<file path="config.mk">
export PLATFORM = sky130hd
export DESIGN_NAME = traffic_phase_scheduler
export DESIGN_NICKNAME = d
export VERILOG_FILES = /design/src/rtl/traffic_phase_scheduler.sv
export SDC_FILE = /design/constraint.sdc
export NUM_CORES = 1
export LEC_CHECK = 0
export CAP_MARGIN = 20
export CORE_MARGIN = 2
export CORE_UTILIZATION = 45
export DETAILED_ROUTE_END_ITERATION = 7
export PLACE_DENSITY = 0.64
export RECOVER_POWER = 50
export SETUP_SLACK_MARGIN = 0.4
export SYNTH_ARGS = -nofsm -noshare
export SYNTH_HDL_FRONTEND = slang
export SYNTH_SLANG_ARGS = --single-unit
</file>
<file path="constraint.sdc">
create_clock -name clk -period 3 [get_ports clk]
set_clock_uncertainty 0.1 [all_clocks]
set_input_delay 0.75 -clock clk [delete_from_list [all_inputs] [get_ports clk]]
set_output_delay 0.75 -clock clk [all_outputs]
set_load 0.02 [all_outputs]
</file>
<file path="src/rtl/traffic_phase_scheduler.sv">
// traffic_phase_scheduler
// Shares right-of-way between the highway, the side-lane sensor and the
// pedestrian button. The phase timings are min/max green, yellow, all-red
// clearance and walk. When the lane and the pedestrian are both waiting,
// they are served in round-robin order.
// Optional feature macro: EMERG_PREEMPT_EN. It adds the emerg_req port and
// the preempt behaviour.
module traffic_phase_scheduler #(
    parameter int CNT_W     = 8,
    parameter int MIN_GREEN = 20,
    parameter int MAX_GREEN = 60,
    parameter int YELLOW_T  = 5,
    parameter int ALL_RED_T = 2,
    parameter int WALK_T    = 10
) (
    input  logic       clk,
    input  logic       rst,
    input  logic       sensor,
    input  logic       ped_req,
`ifdef EMERG_PREEMPT_EN
    input  logic       emerg_req,
`endif
    output logic [1:0] highway_signal,
    output logic [1:0] lane_signal,
    output logic       walk,
    output logic       ped_ack,
    output logic [2:0] phase
);

    typedef enum logic [2:0] {
        HW_GREEN    = 3'd0,
        HW_YELLOW   = 3'd1,
        CLEAR       = 3'd2,
        LANE_GREEN  = 3'd3,
        LANE_YELLOW = 3'd4,
        PED_WALK    = 3'd5
    } state_t;

    localparam logic [1:0] SIG_RED    = 2'b00;
    localparam logic [1:0] SIG_YELLOW = 2'b01;
    localparam logic [1:0] SIG_GREEN  = 2'b10;

    // Last-cycle timer values. A state of length T exits when the timer reads T-1.
    localparam logic [CNT_W-1:0] MIN_LAST  = CNT_W'(MIN_GREEN - 1);
    localparam logic [CNT_W-1:0] MAX_LAST  = CNT_W'(MAX_GREEN - 1);
    localparam logic [CNT_W-1:0] YEL_LAST  = CNT_W'(YELLOW_T - 1);
    localparam logic [CNT_W-1:0] AR_LAST   = CNT_W'(ALL_RED_T - 1);
    localparam logic [CNT_W-1:0] WALK_LAST = CNT_W'(WALK_T - 1);
    localparam logic [CNT_W-1:0] TIMER_MAX = {CNT_W{1'b1}};

    state_t           state_reg, state_next;
    state_t           clear_dst_reg, clear_dst_next;
    logic [CNT_W-1:0] timer_reg, timer_next;
    logic             lane_pend_reg, lane_pend_next;
    logic             ped_pend_reg, ped_pend_next;
    logic             rr_reg, rr_next;
    logic             ped_ack_reg, ped_ack_next;
    logic             emerg;
    logic             state_change;
    logic             enter_lane;
    logic             enter_ped;

`ifdef EMERG_PREEMPT_EN
    assign emerg = emerg_req;
`else
    assign emerg = 1'b0;
`endif

    // State, timer, pending flags, round-robin pointer and ack pulse registers
    always_ff @(posedge clk or negedge rst) begin
        if (!rst) begin
            state_reg     <= HW_GREEN;
            clear_dst_reg <= HW_GREEN;
            timer_reg     <= '0;
            lane_pend_reg <= 1'b0;
            ped_pend_reg  <= 1'b0;
            rr_reg        <= 1'b0;
            ped_ack_reg   <= 1'b0;
        end else begin
            state_reg     <= state_next;
            clear_dst_reg <= clear_dst_next;
            timer_reg     <= timer_next;
            lane_pend_reg <= lane_pend_next;
            ped_pend_reg  <= ped_pend_next;
            rr_reg        <= rr_next;
            ped_ack_reg   <= ped_ack_next;
        end
    end

    // Next-state logic and the clearance destination chosen on the way into CLEAR
    always_comb begin
        state_next     = state_reg;
        clear_dst_next = clear_dst_reg;
        case (state_reg)
            HW_GREEN: begin
                // The highway has no maximum green, so it holds until a side request arrives.
                if (!emerg && (timer_reg >= MIN_LAST) && (lane_pend_reg || ped_pend_reg))
                    state_next = HW_YELLOW;
            end
            HW_YELLOW: begin
                if (timer_reg == YEL_LAST) begin
                    state_next = CLEAR;
                    if (lane_pend_reg && ped_pend_reg)
                        clear_dst_next = rr_reg ? PED_WALK : LANE_GREEN;
                    else if (lane_pend_reg)
                        clear_dst_next = LANE_GREEN;
                    else if (ped_pend_reg)
                        clear_dst_next = PED_WALK;
                    else
                        clear_dst_next = HW_GREEN;
                end
            end
            CLEAR: begin
                // A preempt redirects a pending side phase back to the highway.
                if (timer_reg == AR_LAST)
                    state_next = emerg ? HW_GREEN : clear_dst_reg;
            end
            LANE_GREEN: begin
                if (emerg || ((timer_reg >= MIN_LAST) && (!sensor || (timer_reg == MAX_LAST))))
                    state_next = LANE_YELLOW;
            end
            LANE_YELLOW: begin
                if (timer_reg == YEL_LAST) begin
                    state_next     = CLEAR;
                    clear_dst_next = HW_GREEN;
                end
            end
            PED_WALK: begin
                if (emerg || (timer_reg == WALK_LAST)) begin
                    state_next     = CLEAR;
                    clear_dst_next = HW_GREEN;
                end
            end
            default: begin
                state_next     = HW_GREEN;
                clear_dst_next = HW_GREEN;
            end
        endcase
    end

    // Timer, request latching and grant bookkeeping
    always_comb begin
        state_change = (state_next != state_reg);
        enter_lane   = state_change && (state_next == LANE_GREEN);
        enter_ped    = state_change && (state_next == PED_WALK);

        if (state_change)
            timer_next = '0;
        else if (timer_reg == TIMER_MAX)
            timer_next = timer_reg;
        else
            timer_next = timer_reg + 1'b1;

        // When a grant is entered, the pending flag clears, even if the request is still present in that cycle.
        lane_pend_next = lane_pend_reg;
        if (enter_lane)
            lane_pend_next = 1'b0;
        else if (sensor && (state_reg != LANE_GREEN))
            lane_pend_next = 1'b1;

        ped_pend_next = ped_pend_reg;
        if (enter_ped)
            ped_pend_next = 1'b0;
        else if (ped_req && (state_reg != PED_WALK))
            ped_pend_next = 1'b1;

        rr_next = rr_reg;
        if (enter_lane)
            rr_next = 1'b1;
        else if (enter_ped)
            rr_next = 1'b0;

        ped_ack_next = enter_ped;
    end

    // Moore decode of the signal heads from the current state
    always_comb begin
        highway_signal = SIG_RED;
        lane_signal    = SIG_RED;
        walk           = 1'b0;
        case (state_reg)
            HW_GREEN:    highway_signal = SIG_GREEN;
            HW_YELLOW:   highway_signal = SIG_YELLOW;
            LANE_GREEN:  lane_signal    = SIG_GREEN;
            LANE_YELLOW: lane_signal    = SIG_YELLOW;
            PED_WALK:    walk           = 1'b1;
            default:     ;
        endcase
    end

    assign ped_ack = ped_ack_reg;
    assign phase   = state_reg;

endmodule

</file>
==> key figures <==
Status
  – Run status: completed

Floorplan
  – Initial Utilization: 0.4788
  – Die area: 3063 um^2
  – Floorplan row count: 18
  – Core area: 2477 um^2
  – Die Width: between 50 and 60 um
  – I/O pins: 13
  – Die height: 55.34 um

CTS
  – Num Clock Sinks: 18
  – Clock Latency Late Sink: a little under 0.3 ns
  – H-tree lvl count: 1
  – CTS buffer count: 3
  – Clock root buffer: clkbuf_4
  – CTS tree: yes
  – CTS Buffer Depth: 2
  – Reg clk slew, reported paths: roughly 0.10 ns
  – Hold Buf Count CTS: 0

STA
  – Slew Limit Headroom: 0.4529
  – Max frequency: 389.8 MHz
  – Setup TNS: 0 ns
  – Fin crit share: 0.8551
  – Hold Vio Cnt, Final: 0
  – # setup viols final: 0
  – Slew @ Worst Pin: 0.8180 ns
  – Final Max Tran Viols: 0
  – Post-route minimum period: approximately 2.6 ns
  – RSZ-0062 raised after global routing: false

Detailed routing
  – Met2 WL: 1342 um
  – Top layer in use: met4
  – 1st-pass router iterations: 4
  – DRC errors left: 0
  – Antenna-violating nets left: 0
  – Met3 routed WL: 163 um
  – Initial DRC count: 33
  – Routed vias/inst: 6.165
  – Routed vias: 1085
  – WL/cell: 16.82 um
  – Total wire length: roughly 3000 um
  – Metal-1 WL: 1401 um

Power
  – Leak: 0.6140 nW
  – Power per Cell Area: 719.9 nW/um^2
  – VDD IR-drop max: 409.4 uV

Worst setup path
  – Largest stage delay, worst path: 0.62 ns
  – CP bufs+invs: 0
  – Critical path required time: 3.08 ns
  – CP startpoint kind: register
  – WP data arrival: 2.64 ns
  – R2r worst-path depth: 6
  – Crit-path leading delay family: simple AND/OR/NAND/NOR gates
  – Setup crit end kind: register
  – Crit Path Category: reg -> reg
  – Worst path slowest cell: or4_4
  – Worst Path Max Fanout: 5
  – Total stage count of the critical path: 6
  – Crit-path cells: or4_4 > o41ai_4 > o31ai_2 > and3_4 > o21ai_1 > or3b_1

Global routing
  – Vias in the first global route: 999
  – Initial antenna violation count: 0
  – First-pass GRT wire length: 4747 um
  – GRT Util Overall: 0.1903
  – GR Overflow Total: 0
  – Pin count of the biggest net entering global routing: 19

Placed design
  – Gpl congestion: approximately 0.89
  – Port buffer count: 12
  – DP Area: 1331 um^2
  – Dpl hpwl: 2003 um
  – Inst Count DP: about 170

Cells and area
  – Area of the multi-input gates: 709.4 um^2
  – Largest register FFs: 8
  – Fillers: 243
  – Antenna fix cells: 0
  – Non-filler instance count after layout: 176
  – P&R area growth vs syn: 19.20%
  – Register area: 454.2 um^2
  – # nets final: 155
  – Ratio of cells with drive above 1 in the final layout: 0.1781
  – Design Area, Final: 1414 um^2

Synthesis
  – Synthesized net count: around 140
  – Syn_area_per_cell: 9.054 um^2
  – Most common cell in the netlist: dfrtp_1
  – Yosys warning total: 0
  – Post-synth top area cell: dfrtp_1
  – Syn Inst Count: 131
  – Post-synthesis sequential area ratio: 0.3797
  – EDFF count, synth: 0
  – Synthesized cell area: 1186 um^2
  – Area share of the largest cell type after synthesis: 0.3797
  – Synthesized flop and latch total: 18
  – Synth top area cells: dfrtp_1, nor2_1, ha_1, inv_1, nand2_1
  – Prevailing post-synth register cell: dfrtp_1
  – Ys async rst share: 1.000
  – Synth unique cells: 46
  – Most instantiated cells after synthesis: dfrtp_1, nor2_1, inv_1, nand2_1

Job
  – # Max-Cap Violations: 0

Worst hold path
  – HP Class: reg -> reg
  – Hold path depth: 1
[cells in the final DEF (no fill, tap or decap), drive strengths merged, types with 2 or more instances in the layout]
cell and instances:
nand3b 4, inv 9, and3 5, o21ai 8, nand2 9, or4 2, nor2b 2, clkdlybuf4s50 7
nand3 3, nor3b 3, a31oi 2, nor4 3, o311a 2, nor3 4, o2111ai 2, nand4 3
nand2b 3, dfrtp 18, clkbuf 3, or3b 3, dlygate4sd2 3, nor2 13, a21boi 2, buf 5
ha 3, xor2 3, nand4b 2, a21oi 6
[repair_timing]
item | 4_1_cts | 5_1_grt
resized for setup | 6 | 6
buffers inserted | 2 | 1
setup endpoints to repair | 14 | 11
gates cloned | 0 | 1
pin swaps | 0 | 3
[worst reg2reg max path, delay by kind of cell, from the launching register on]
kind / cells / cell delay, ns
AO/OA/AOI/OAI: 3 / 0.68
AND/OR/NAND/NOR: 3 / 1.22
flip-flops: 1 / 0.45
[metrics by stage]
stage | total power, mW | hold WS [ns] | setup WS, ns | util
floorplan | 0.7086 | 0.3544 | 0.4380 | -
global placement | 0.8488 | 0.3940 | 0.3424 | 0.5374
detailed placement | 0.8569 | 0.4067 | 0.3545 | 0.5374
CTS | 0.9923 | 0.4331 | 0.2764 | 0.5535
global route | 1.096 | 0.4573 | 0.2796 | 0.5707
finish | 1.018 | 0.4265 | 0.4348 | 0.5707
[per-layer routing]
layer | vias up | track usage
met5 | - | 0
met4 | 0 | 0.06620
met3 | 8 | 0.03981
met2 | 41 | 0.2823
met1 | 522 | 0.2737
li1 | 514 | -
[final cells by class]
cell class,instances,share of cell area
Inverter,9,0.02389
Sequential cell,18,0.3212
Timing Repair Buffer,17,0.1106
Clock buffer,3,0.01593
Multi-Input combinational cell,99,0.5018
Tap cell,30,0.02655
[final timing paths]
check | start | endpoint | slack, ns
setup / recovery | timer_reg[5] | rr_reg | 0.43
hold / removal | clear_dst_reg[0] | clear_dst_reg[0] | 0.43
setup reg to reg | timer_reg[5] | rr_reg | 0.43
hold reg to reg | clear_dst_reg[0] | clear_dst_reg[0] | 0.43
max in group asynchronous | rst | timer_reg[6] | 1.35
min in group asynchronous | rst | phase[1] | 0.89
[report_power, final]
| group | internal (mW) | leakage (nW) | switching (mW) |
|---|---|---|---|
| registers | 0.296 | 0.221 | 0.0804 |
| logic | 0.231 | 0.379 | 0.291 |
| clock network | 0.0467 | 0.0138 | 0.0725 |
[cell families after synthesis]
kind of cell,synth area share
simple gates,0.3238
compound gates,0.1740
buf+inv,0.05168
xor+xnor,0.02954
flops,0.3797
mux,0.009493
fa+ha+maj,0.03165
Note: power is estimated with default switching activity, not from simulation.
